**config.mk**
```make
export PLATFORM = sky130hd
export DESIGN_NAME = issue_queue_sched
export DESIGN_NICKNAME = d
export VERILOG_FILES = /design/src/rtl/issue_queue_sched_pkg.sv /design/src/rtl/issue_queue_sched_pair_check.sv /design/src/rtl/issue_queue_sched.sv
export SDC_FILE = /design/constraint.sdc
export NUM_CORES = 1
export LEC_CHECK = 0
export BUFFER_PORTS_ARGS = -buffer_cell sky130_fd_sc_hd__buf_2
export CORE_UTILIZATION = 25
export CTS_CLUSTER_DIAMETER = 40
export DETAILED_ROUTE_END_ITERATION = 8
export HOLD_SLACK_MARGIN = 0.15
export PLACE_DENSITY_LB_ADDON = 0.08
export SYNTH_ARGS = -nofsm -noshare
export SYNTH_HDL_FRONTEND = slang
export SYNTH_HIERARCHICAL = 1
export SYNTH_SLANG_ARGS = --single-unit
```
**constraint.sdc**
```tcl
create_clock -name clk -period 13 [get_ports clk]
set_clock_uncertainty 0.1 [all_clocks]
set_input_delay 2.6 -clock clk [delete_from_list [all_inputs] [get_ports clk]]
set_output_delay 2.6 -clock clk [all_outputs]
set_load 0.05 [all_outputs]
```
**src/rtl/issue_queue_sched_pkg.sv**
```systemverilog
// Shared definitions for the fetch/decode issue queue: bus widths, RV32 opcodes,
// the queue entry layout and a small popcount helper.
package issue_queue_sched_pkg;

    localparam int PC_BUS    = 32;
    localparam int INST_BUS  = 32;
    localparam int ISQ_DEPTH = 8;

    localparam logic [6:0] OPC_LUI    = 7'b0110111;
    localparam logic [6:0] OPC_AUIPC  = 7'b0010111;
    localparam logic [6:0] OPC_JAL    = 7'b1101111;
    localparam logic [6:0] OPC_JALR   = 7'b1100111;
    localparam logic [6:0] OPC_BRANCH = 7'b1100011;
    localparam logic [6:0] OPC_LOAD   = 7'b0000011;
    localparam logic [6:0] OPC_STORE  = 7'b0100011;
    localparam logic [6:0] OPC_OPIMM  = 7'b0010011;
    localparam logic [6:0] OPC_OP     = 7'b0110011;
    localparam logic [6:0] OPC_SYSTEM = 7'b1110011;
    localparam logic [6:0] OPC_FENCE  = 7'b0001111;

    typedef struct packed {
        logic [PC_BUS-1:0]   pc;
        logic [INST_BUS-1:0] inst;
    } entry_t;

    function automatic logic [1:0] popcount2(input logic [1:0] m);
        return {1'b0, m[1]} + {1'b0, m[0]};
    endfunction

endpackage

```
**src/rtl/issue_queue_sched_pair_check.sv**
```systemverilog
// Combinational dual-issue legality check for two consecutive instructions.
module pair_check
    import issue_queue_sched_pkg::*;
(
    input  logic [INST_BUS-1:0] inst0,
    input  logic [INST_BUS-1:0] inst1,
    output logic                pair_ok
);

    logic [6:0] opc0, opc1;
    logic [4:0] rd0, rs1_1, rs2_1;
    logic       wr0, rd_rs1, rd_rs2, raw, mem0, mem1, ctl0, serial;

    assign opc0  = inst0[6:0];
    assign opc1  = inst1[6:0];
    assign rd0   = inst0[11:7];
    assign rs1_1 = inst1[19:15];
    assign rs2_1 = inst1[24:20];

    always_comb begin
        wr0 = 1'b0;
        unique case (opc0)
            OPC_LUI, OPC_AUIPC, OPC_JAL, OPC_JALR,
            OPC_LOAD, OPC_OPIMM, OPC_OP, OPC_SYSTEM: wr0 = (rd0 != 5'd0);
            default: wr0 = 1'b0;
        endcase

        rd_rs1 = 1'b0;
        unique case (opc1)
            OPC_JALR, OPC_BRANCH, OPC_LOAD, OPC_STORE, OPC_OPIMM, OPC_OP: rd_rs1 = 1'b1;
            default: rd_rs1 = 1'b0;
        endcase

        rd_rs2 = 1'b0;
        unique case (opc1)
            OPC_BRANCH, OPC_STORE, OPC_OP: rd_rs2 = 1'b1;
            default: rd_rs2 = 1'b0;
        endcase
    end

    assign raw    = wr0 && ((rd_rs1 && (rs1_1 == rd0)) || (rd_rs2 && (rs2_1 == rd0)));
    assign mem0   = (opc0 == OPC_LOAD) || (opc0 == OPC_STORE);
    assign mem1   = (opc1 == OPC_LOAD) || (opc1 == OPC_STORE);
    assign ctl0   = (opc0 == OPC_BRANCH) || (opc0 == OPC_JAL) || (opc0 == OPC_JALR);
    assign serial = (opc0 == OPC_SYSTEM) || (opc0 == OPC_FENCE) ||
                    (opc1 == OPC_SYSTEM) || (opc1 == OPC_FENCE);

    assign pair_ok = !(raw || (mem0 && mem1) || ctl0 || serial);

endmodule

```
**src/rtl/issue_queue_sched.sv**
```systemverilog
// Fetch-to-decode decoupling queue with in-order dual issue; the pair check
// decides whether the second head entry may issue alongside the first.
module issue_queue_sched
    import issue_queue_sched_pkg::*;
#(
    parameter int DEPTH = ISQ_DEPTH
) (
    input  logic                clk,
    input  logic                rst,
    input  logic                fq_valid,
    output logic                fq_ready,
    input  logic [1:0]          fq_mask,
    input  logic [PC_BUS-1:0]   fq_pc0,
    input  logic [INST_BUS-1:0] fq_inst0,
    input  logic [PC_BUS-1:0]   fq_pc1,
    input  logic [INST_BUS-1:0] fq_inst1,
    input  logic                id_stall,
    output logic [1:0]          id_valid,
    output logic [PC_BUS-1:0]   id_pc0,
    output logic [INST_BUS-1:0] id_inst0,
    output logic [PC_BUS-1:0]   id_pc1,
    output logic [INST_BUS-1:0] id_inst1,
    input  logic                flush
);

    localparam int AW = $clog2(DEPTH);
    localparam int CW = AW + 1;

    entry_t          q_mem [DEPTH];
    logic [AW-1:0]   head, tail, head_p1, tail_p1;
    logic [CW-1:0]   count;
    logic            pair_ok, kill, enq, slot0, slot1;
    logic [1:0]      enq_n, deq_n;
    entry_t          e0, e1, h0, h1;

    assign head_p1 = head + AW'(1);
    assign tail_p1 = tail + AW'(1);
    assign h0      = q_mem[head];
    assign h1      = q_mem[head_p1];
    assign e0      = '{pc: fq_pc0, inst: fq_inst0};
    assign e1      = '{pc: fq_pc1, inst: fq_inst1};

    pair_check u_pair_check (
        .inst0   (h0.inst),
        .inst1   (h1.inst),
        .pair_ok (pair_ok)
    );

    assign kill     = rst || flush;
    assign fq_ready = (count <= CW'(DEPTH - 2));
    assign enq      = fq_valid && fq_ready && !flush;
    assign enq_n    = enq ? popcount2(fq_mask) : 2'd0;
    assign deq_n    = id_stall ? 2'd0 : popcount2(id_valid);

    // Invalid slots present zero so decode never sees stale entry contents.
    always_comb begin
        slot0    = !kill && (count >= CW'(1));
        slot1    = slot0 && (count >= CW'(2)) && pair_ok;
        id_valid = {slot0, slot1};
        id_pc0   = slot0 ? h0.pc   : '0;
        id_inst0 = slot0 ? h0.inst : '0;
        id_pc1   = slot1 ? h1.pc   : '0;
        id_inst1 = slot1 ? h1.inst : '0;
    end

    always_ff @(posedge clk) begin
        if (kill) begin
            count <= '0;
            head  <= '0;
            tail  <= '0;
        end else begin
            count <= count + CW'(enq_n) - CW'(deq_n);
            head  <= head + AW'(deq_n);
            tail  <= tail + AW'(enq_n);
        end
    end

    // Valid lanes are packed in program order starting at the tail.
    always_ff @(posedge clk) begin
        if (enq && !rst) begin
            case (fq_mask)
                2'b11: begin
                    q_mem[tail]    <= e0;
                    q_mem[tail_p1] <= e1;
                end
                2'b10:   q_mem[tail] <= e0;
                2'b01:   q_mem[tail] <= e1;
                default: ;
            endcase
        end
    end

endmodule

```
[Word level (Yosys, flattened, before mapping)]
Memories as Yosys holds them, arrays and structs flattened. A register that Yosys moved wholly into a read port is not among the register bits.
Cells that the tools add are included.
Storage, ports and cells
  bits of input ports: 135
  flip-flop bits (word level): 10
  memories: 1
  memory bits (writable): 512
  word-level logic and storage cells: 92
Memory list
  q_mem: depth 8, bits a word 64, rd ports 2, clocked after memory_dff 1, write ports 2, line issue_queue_sched.sv:29  | entry_t q_mem [DEPTH];
Operators by class
  reductions and logical operators: 30
  order comparisons: 3
  mux-type cells: 21
  eq/ne operators: 24
  bitwise operators: 2
  add/sub/neg operators: 8
Operator list (count)
  $mux W32: 4
  $mux W64: 2
  $eq A7 B7 Y1 const B: 7
  $eq A7 B6 Y1 const B: 5
  $eq A7 B5 Y1 const B: 3
  $eq A7 B2 Y1 const B: 2
  $eq A7 B4 Y1 const B: 2
  $logic_or A1 B1 Y1: 12
  $mux W1: 12
  $eq A5 B5 Y1: 2
  $logic_and A1 B1 Y1: 10
  $reduce_or A8 Y1: 1
  $add A3 B1 Y3 const B: 2
  $add A3 B2 Y3: 2
  $reduce_or A6 Y1: 1
  $reduce_bool A5 Y1: 1
  $add A1 B1 Y2: 2
  $add A4 B2 Y4: 1
  $eq A2 B2 Y1 const B: 2
  $ge A4 B1 Y1 const B: 1
  $ge A4 B2 Y1 const B: 1
  $le A4 B3 Y1 const B: 1
  $logic_not A1 Y1: 4
  $mux W2: 2
  5 further kinds: 6

[Longest topological paths before layout]
Gate-level depths: netlist of run 1.
An unclocked memory read counts as a cell.
  depth after elaboration: 17
  depth in mapped cells: 23
  depth with buffers taken out: 19

[Hierarchy]
The synthesis of run 1 kept the hierarchy.
By module, submodules not included
  issue_queue_sched: area each 31390.1 µm², cells each 1902, times used 1
  pair_check: area each 291.5 µm², cells each 38, times used 1

[Least setup slack after synthesis of run 1]
Ideal clock, no wire load.
  path kind: input-to-reg
  from: input fq_mask[0]
  to: memory q_mem[7][0] (netlist name), enable pin
  slack: 5.910 ns
  buffers on the path: 0
  cell stages on the path: 5
  library setup time: 0.507 ns
  arrival: 6.483 ns
  path through: ha_1 > nor3_1 > nor3b_1 > nand3_1 > a21oi_1
RTL lines
  from (decl): line issue_queue_sched.sv:12  | input logic [1:0] fq_mask,
  to (decl): line issue_queue_sched.sv:29

==> run metrics, run 1 <==
share of cells above drive strength 1=56.55%; DP Worst Slack=4.109 ns; Synth Instances=between 1,500 and 2,000; vias per inst=4.950; fin crit share=slightly above 70%; Power Density=144.3 nW/um^2; Final Critical Period=between 9 and 10 ns; setup_tns=0 ns; global-route wire length before repair=163,600 um; antenna violations before repair=33; slowest stage delay, CP=0.86 ns; CP Capture Type=output pin; RD Place Congestion=0.7424; CTS Sinks=522; Pwr Total=5.611 mW; post-CTS setup buffer count=0; net count after synthesis=2,078; initial core utilization=approximately a quarter; syn_area_per_cell=16.43 um^2; relative slew slack=30.02%; drt total wl=~120,000 um; worst-skew pair later-pin latency=0.71 ns; CTS Buf Count=121; CP Max Fanout=50; core area=125,600 um^2; final hold violation count=0; Ys Warns=6; fmax=107.2 MHz; Worst Tran Pin Value=1.047 ns; dpl hpwl=68,810 um; clock tree root buffer cell=clkbuf_16; vias in the first global route=21,100; Pins Over Slew Limit=0; critical path's slowest cell=buf_4; top-level I/O count=266; Worst-path clk slew=0.05 ns; First-pass DRT Iterations=7; area grow syn2layout=22.93%; cell row count=130; outcome=finished with violations; gr usage total=between 10% and 20%; layout net count=2,369; WP data arrival=6.63 ns; DR vias=19,680; depth of the CTS H-tree=3; Leak=13.32 nW; Die X=357.7 um; CP required=10.30 ns; worst-case clock buffer depth=3; RSZ-0062 raised after global routing=false; wire per inst=29.71 um; largest net degree at the start of global routing=~120; Setup crit start kind=flip-flop; final setup violating endpoints=0; post_cts resized=0; failing checks=design-rule violations; critical path type=flip-flop to output pin; setup ws final=3.672 ns; worst min-delay path class=flip-flop to flip-flop; drt first-iter violations=1,214; synthesized cell area=31,630 um^2; Die Y-Extent=357.7 um; maximum vdd drop=0.1122 mV; Die ar.=around 130,000 um^2; crit-path cells=ha_4 -> buf_4 -> mux4_2 -> nand2_1 -> nand2_1 -> a32o_1 -> a2111oi_2 -> a21boi_1 -> nand3_4 -> buf_4 -> a21oi_1 -> buf_2; post-route ant nets=0; total gr overflow=0; DRC Markers=2; Post-CTS Hold Fix Bufs=0; CTS tree=built; I/O Buffers=265; Max Cap Viol=0; fillers=12,480
-- path summary, 6_finish.rpt --
path / startpoint / endpoint / slack (ns) / cells past startpoint
setup / recovery: head[1]$_SDFF_PP0_ / id_inst1[24] / 3.67 / 12
hold reg to reg: count[0]$_SDFF_PP0_ / count[0]$_SDFF_PP0_ / 0.59 / 2
setup reg to reg: head[1]$_SDFF_PP0_ / count[3]$_SDFF_PP0_ / 5.82 / 19
hold / removal: count[0]$_SDFF_PP0_ / count[0]$_SDFF_PP0_ / 0.59 / 2
-- stage by stage --
stage / cell area, um^2 / utilization, % / cells / hold slack [ns]
2_1_floorplan: 31630 / - / 1925 / 0.4601
3_3_place_gp: 34500 / 27.47 / 3743 / 0.5596
3_5_place_dp: 34500 / 27.47 / 3743 / 0.5706
5_1_grt: 38870 / 30.95 / 3970 / 0.6467
6_report: 38880 / 30.96 / 3975 / 0.5881
4_1_cts: 38870 / 30.95 / 3970 / 0.5862
-- worst max-delay path, delay by kind of cell, from the launching register on --
kind / cells / cell delay, ns
DFF: 1 / 0.82
adders and majority gates: 1 / 0.83
buffers and inverters: 3 / 1.68
AOI/OAI and AO/OA: 4 / 1.39
and+or+nand+nor: 3 / 0.63
muxes: 1 / 0.41
-- sequential cells by signal, summed over array words and instances, names as in the netlist --
register,cells
tail,3
count,4
head,3
q_mem,512
-- metal layers --
metal / routed length, um / share of wire [%] / global-route usage [%]
met3: 6237 / 5.3 / 3.766
met1: 52850 / 45 / 24.30
met5: 172 / 0.15 / 0
met2: 55700 / 47 / 29.91
met4: 3108 / 2.6 / 5.038
-- cell type report --
| class | count | area [um^2] | area share, % |
|---|---|---|---|
| multi-input cells | 1238 | 15060 | 38.73 |
| clock buffers | 131 | 3087 | 7.939 |
| repair buffers | 316 | 1722 | 4.428 |
| well taps | 1650 | 2064 | 5.310 |
| clock inverters | 96 | 1284 | 3.302 |
| diodes | 5 | 12.51 | 0.03218 |
| inverters | 17 | 63.81 | 0.1641 |
| flip-flops and latches | 522 | 15590 | 40.09 |
-- placed cells by master (no fill, tap or decap), types with 3 or more instances in the layout --
master,count
ha_1,13
diode_2,5
edfxtp_1,512
buf_4,50
clkinv_1,16
inv_6,3
nor2b_1,37
inv_1,17
and2_1,4
buf_2,265
nand4_1,7
mux2i_1,32
clkinvlp_4,12
a21oi_1,68
mux2_2,391
a21oi_4,12
nand2_1,158
clkinv_2,29
nor2_1,46
bufinv_16,29
xor2_1,4
nor4bb_1,3
dfxtp_1,7
clkbuf_16,122
mux4_2,256
clkbuf_1,9
dfxtp_4,3
mux2_1,33
xnor2_1,12
clkinv_4,4
mux2_4,120
fa_1,4
-- report_power, final --
part           switching [mW]  internal, mW  leakage (nW)
Clock                    1.02          2.27          2.12
Combinational           0.263         0.184          6.50
Sequential            0.00715          1.87          4.69
Power figures use the tool's default switching activity.
==> run 2, diff against run 1 <==
==> constraint.sdc (replaced) <==
create_clock -name clk -period 8.05 [get_ports clk]
set_clock_uncertainty 0.1 [all_clocks]
set_input_delay 1.61 -clock clk [delete_from_list [all_inputs] [get_ports clk]]
set_output_delay 1.61 -clock clk [all_outputs]
set_load 0.05 [all_outputs]
==> run 2 against run 1 <==
The run now ends clean. Register-to-register slack lost 3.2 ns. Total power grew 65%. Critical path depth grew 1. Global-route usage grew 0.57 points. Die area is the same. Sequential power grew 61%. Utilization grew 0.25 points. Clock power grew 66%. Cell count grew 0.83%. Worst setup slack lost 2.3 ns. Combinational power grew 62%. Critical path type unchanged.
==> run metrics, run 2 (synthesis results as in run 1) <==
outcome=finished, final reports clean; First-pass DRT Iterations=7; Hold WS=around 0.57 ns; GRT busiest layer=met2; setup_tns=0 ns; final hold violation count=0; part of the power in registers=around a third; RD Place Congestion=0.7621; I/O Buffers=~270; most common cell after layout, fill and taps aside=edfxtp_1; CTS tree=built; clock tree root buffer cell=clkbuf_16; commonest non-fill, non-tap cells in the layout=512 x edfxtp_1, 391 x mux2_2, 265 x buf_2, 256 x mux4_2, 158 x nand2_1; DRC Markers=0; Die Y-Extent=357.7 um; wire per inst=30.06 um; Sw Share=24.07%; area grow syn2layout=23.92%; Final Critical Period=about 6.7 ns; Die ar.=127,900 um^2; DR vias=19,980; post-CTS setup buffer count=0; global-route wire length before repair=167,700 um; CP required=6.34 ns; antenna violations before repair=30; top flop regs=q_mem: 512 flops, count: 4 flops; Gate power share=7.9%; Reg2Reg Setup Slack=2.59 ns; non-filler instance count after layout=4,008; top-level I/O count=between 200 and 300; Crit. Startpoint=head[1]$_SDFF_PP0_; DP Cell Count=3,750; total gr overflow=0; Pwr Total=9.231 mW; launch point of the worst reg-to-reg path=head[1]$_SDFF_PP0_; Post-CTS Hold Fix Bufs=0; worst min-delay path class=flip-flop to flip-flop; worst-skew pair later-pin latency=0.75 ns; drt total wl=120,500 um; Setup crit start kind=flip-flop; largest net degree at the start of global routing=a little under 100; CP Max Fanout=38; Worst Tran Pin Value=1.110 ns; crit path to=id_inst1[6]; share of cells above drive strength 1=a little under three fifths; Largest Register=q_mem; worst reg-to-reg path cell count=20; setup ws final=1.328 ns; gr usage total=18.81%; fin crit share=83.50%; drt first-iter violations=1,426; WP data arrival=about 5 ns; clock share of power=59.3%; DP Worst Slack=2.012 ns; core area=125,600 um^2; post_cts resized=0; CP Capture Type=output pin; max FFs per register=between 500 and 600; CTS Sinks=around 520; Power Density=235.5 nW/um^2; final setup violating endpoints=0; Pins Over Slew Limit=0; critical path type=flip-flop to output pin; vias in the first global route=approximately 22,000; maximum vdd drop=0.2165 mV; met3 GRT Util=4.555%; Max Cap Viol=0; post-route ant nets=0; RSZ-0062 raised after global routing=false; vias per inst=4.986; fmax=148.8 MHz; Leak=13.46 nW; depth of the CTS H-tree=4; layout net count=2,395; initial core utilization=between 20% and 30%; cell row count=130; Psw=between 2 and 2.5 mW; Die X=357.7 um; relative slew slack=25.80%; internal power=roughly 7 mW; dpl hpwl=70,980 um; GR Layer Usage met1=24.60%; Worst-path clk slew=0.05 ns; GRT met2 Usage=30.44%; worst reg2reg endpoint=count[3]$_SDFF_PP0_; worst-case clock buffer depth=3; CTS Buf Count=140
-- run 2: changes by cell type in the layout (fill, tap and decap cells not counted), moves of 2 or more --
cell        change
buf_12          +2
bufinv_16      -13
clkinv_16       +2
clkinv_1        +6
clkinv_8        +4
diode_2         +5
clkbuf_16      +19
clkinv_4        -3
clkinv_2        -2
clkbuf_1        +6
buf_4           +5
clkinvlp_4      +2
-- run 2: power groups by stage --
stage | sequential (mW) | clock [mW] | combinational, mW
5_1_grt | 3.03 | 5.72 | 0.779
3_3_place_gp | 3.08 | 0 | 0.726
3_5_place_dp | 3.08 | 0 | 0.732
6_report | 3.03 | 5.47 | 0.726
2_1_floorplan | 3.08 | 0 | 0.485
4_1_cts | 3.03 | 5.59 | 0.736
-- run 2: per-stage QoR --
stage | utilization (%) | cell area [um^2]
final | 31.21 | 39190
after global routing | 31.20 | 39180
after CTS | 31.19 | 39170
after detailed placement | 27.53 | 34570
after global placement | 27.53 | 34570
after floorplan | - | 31630
-- run 2: worst max-delay path: stages, from the launching register on --
cell	delay, ns
dfxtp_4	0.42
ha_4	0.75
buf_4	0.43
mux4_2	0.35
nand2_1	0.10
nand2_1	0.10
nor4bb_1	0.52
nand4_1	0.17
o22ai_1	0.16
a21boi_1	0.12
nand3_4	0.13
buf_4	0.45
a21oi_1	0.22
buf_2	0.28
-- run 2: worst min path at each step --
| stage | from | end | slack, ns | depth (start not counted) |
|---|---|---|---|---|
| after floorplan | count[0]$_SDFF_PP0_ | count[0]$_SDFF_PP0_ | 0.46 | 2 |
| after CTS | tail[2]$_SDFF_PP0_ | tail[2]$_SDFF_PP0_ | 0.59 | 2 |
| after global routing | tail[2]$_SDFF_PP0_ | tail[2]$_SDFF_PP0_ | 0.63 | 2 |
| after global placement | tail[2]$_SDFF_PP0_ | tail[2]$_SDFF_PP0_ | 0.57 | 2 |
| after detailed placement | tail[2]$_SDFF_PP0_ | tail[2]$_SDFF_PP0_ | 0.57 | 2 |
| final | tail[2]$_SDFF_PP0_ | tail[2]$_SDFF_PP0_ | 0.57 | 2 |
-- run 2: metal layers --
metal,share of wire [%],wire length (um),vias to the layer above
li1,-,-,8459
met1,44,53470,10680
met2,47,56930,626
met3,5.8,6967,200
met4,2.5,2992,20
met5,0.10,125,-
-- run 2: area by class of cell --
| class | instances | area [um^2] |
|---|---|---|
| fillers | 12550 | 86380 |
| flip-flops and latches | 522 | 15590 |
| multi-input cells | 1238 | 15060 |
| clock buffers | 156 | 3585 |
| well taps | 1650 | 2064 |
| repair buffers | 323 | 1799 |
| clock inverters | 92 | 1008 |
| inverters | 17 | 63.81 |
| diodes | 10 | 25.02 |
==> run 3, diff against run 2 <==
==> constraint.sdc (replaced) <==
create_clock -name clk -period 6.25 [get_ports clk]
set_clock_uncertainty 0.1 [all_clocks]
set_input_delay 1.25 -clock clk [delete_from_list [all_inputs] [get_ports clk]]
set_output_delay 1.25 -clock clk [all_outputs]
set_load 0.05 [all_outputs]
==> run 3 against run 2 <==
Sequential cell count is the same. Non-clock buffer count grew 15. Cell area grew 0.62%. Register-to-register slack lost 1.7 ns. Critical path depth shrank 2. Highest routed layer unchanged. Clock power grew 27%. Utilization grew 0.19 points. Global-route usage shrank 0.41 points. Wire length shrank 1.7%. Sequential share of layout area shrank 0.25 points.
==> run metrics, run 3 (synthesis results as in run 1) <==
outcome=finished, final reports clean; vias in the first global route=~21,000; Reg2Reg Setup Slack=between 0.9 and 1 ns; RD Place Congestion=0.7726; Max Cap Viol=0; slowest stage delay, CP=0.54 ns; Largest Register=q_mem; commonest non-fill, non-tap cells in the layout=512 x edfxtp_1, 391 x mux2_2, 261 x buf_2, 256 x mux4_2, 158 x nand2_1; hold path start=count[0]$_SDFF_PP0_; CP Max Fanout=30; drt total wl=118,500 um; CP required=4.90 ns; Crit. Startpoint=head[1]$_SDFF_PP0_; maximum vdd drop=0.2595 mV; total gr overflow=0; final hold violation count=0; CP Capture Type=output pin; most used cell, CP=a21oi_1; hold-critical path depth=2; non-filler instance count after layout=4,013; max FFs per register=512; most common cell after layout, fill and taps aside=edfxtp_1; setup ws final=0.1528 ns; global-route wire length before repair=163,900 um; Die ar.=127,900 um^2; DRC Markers=0; Final Critical Period=6.097 ns; top flop regs=q_mem: 512 flops, count: 4 flops; relative slew slack=22.46%; gr usage total=around 18%; cell row count=130; Setup crit start kind=flip-flop; initial core utilization=25.19%; crit-path cells=buf_4 -> mux4_2 -> mux2_2 -> or4_1 -> o211ai_1 -> a21oi_1 -> a21boi_4 -> nand3_4 -> buf_12 -> a21oi_1 -> buf_2; worst reg2reg endpoint=count[3]$_SDFF_PP0_; area grow syn2layout=24.70%; fillers=12,510; critical path's slowest cell=or4_1; clock tree root buffer cell=clkbuf_16; final setup violating endpoints=0; worst-skew pair later-pin latency=0.74 ns; WP data arrival=4.75 ns; CTS Sinks=522; DR WL met3=6711 um; Area after DPL=approximately 35,000 um^2; metal2 WL=59,100 um; worst reg-to-reg path cell count=18; Die X=357.7 um; largest net degree at the start of global routing=50; top-level I/O count=roughly 270; post-route design area=39,440 um^2; depth of the CTS H-tree=4; wire per inst=roughly 30 um; Finished Core Util=a little under a third; Die Y-Extent=357.7 um; I/O Buffers=265; Power Density=299.0 nW/um^2; First-pass DRT Iterations=5; launch point of the worst reg-to-reg path=head[1]$_SDFF_PP0_; critical path type=flip-flop to output pin; RSZ-0062 raised after global routing=true; drt first-iter violations=1,154; share of cells above drive strength 1=between 50 and 60%; Hold WS=a little under 0.6 ns; post-route ant nets=0; Worst Tran Pin Value=~1.2 ns; Worst-path clk slew=around 0.040 ns; dpl hpwl=roughly 70,000 um; Leak=roughly 14 nW; fmax=164.0 MHz; Pins Over Slew Limit=0; antenna violations before repair=34; worst-case clock buffer depth=3; fin crit share=97.55%; worst hold endpoint=count[0]$_SDFF_PP0_; worst min-delay path class=flip-flop to flip-flop; DR vias=between 15,000 and 20,000; WL met1=50,020 um; DP Cell Count=3,762; CTS tree=built; CTS Buf Count=131; vias per inst=~4.9; top layer in use=met5; layout net count=2,402; core area=roughly 130,000 um^2; DP Worst Slack=around 0.38 ns
-- run 3: changes by cell type in the layout (fill, tap and decap cells not counted), sizes merged --
cell,change
buf,+15
diode,+2
nand3,+1
inv,+3
clkinv,-15
bufinv,+4
clkinvlp,-5
-- run 3: worst max path at each step --
| stage | depth (start not counted) | end | slack, ns |
|---|---|---|---|
| after floorplan | 5 | q_mem[7][0]$_DFFE_PP_ | 0.51 |
| after global placement | 13 | id_pc1[10] | 0.44 |
| after detailed placement | 13 | id_pc1[10] | 0.38 |
| after CTS | 11 | id_inst1[31] | 0.04 |
| after global routing | 11 | id_pc1[11] | -0.01 |
| final | 11 | id_pc1[0] | 0.15 |
-- run 3: through the flow --
| stage | power (mW) | TNS (ns) |
|---|---|---|
| CTS | 11.94 | 0 |
| global route | 12.16 | -0.02764 |
| global placement | 4.913 | 0 |
| detailed placement | 4.918 | 0 |
| finish | 11.79 | 0 |
| floorplan | 4.587 | 0 |
-- run 3: final cells by class --
| type | count | area, um^2 | area share (%) |
|---|---|---|---|
| diodes | 12 | 30.03 | 0.07615 |
| clock buffers | 156 | 3478 | 8.820 |
| clock inverters | 79 | 977.2 | 2.478 |
| inverters | 17 | 63.81 | 0.1618 |
| multi-input cells | 1239 | 15110 | 38.32 |
| flip-flops and latches | 522 | 15590 | 39.52 |
| well taps | 1650 | 2064 | 5.235 |
| repair buffers | 338 | 2125 | 5.387 |
-- run 3: worst max-delay path, delay by kind of cell, from the launching register on --
kind                   cells  cell delay, ns
AOI/OAI and AO/OA          4            0.95
buffers and inverters      3            0.91
DFF                        1            0.50
muxes                      2            0.86
and+or+nand+nor            2            0.76
-- run 3: per-layer routing --
layer,global-route usage (%),vias to the layer above
met5,0,-
met4,5.447,26
met3,4.433,199
met2,31.50,615
met1,22.87,10460
li1,-,8477
-- run 3: repair_timing --
action	CTS	global route
hold buffers	0	0
setup buffers	3	0
endpoints found under the setup margin	49	7
resized for setup	5	6
pin swaps	2	0
hold endpoints to repair	0	0
cloned	1	0
-- run 3: where the power goes --
part	total (mW)	internal (mW)	switching, mW
Clock	6.93	4.76	2.17
Combinational	0.954	0.395	0.560
Sequential	3.91	3.89	0.0140
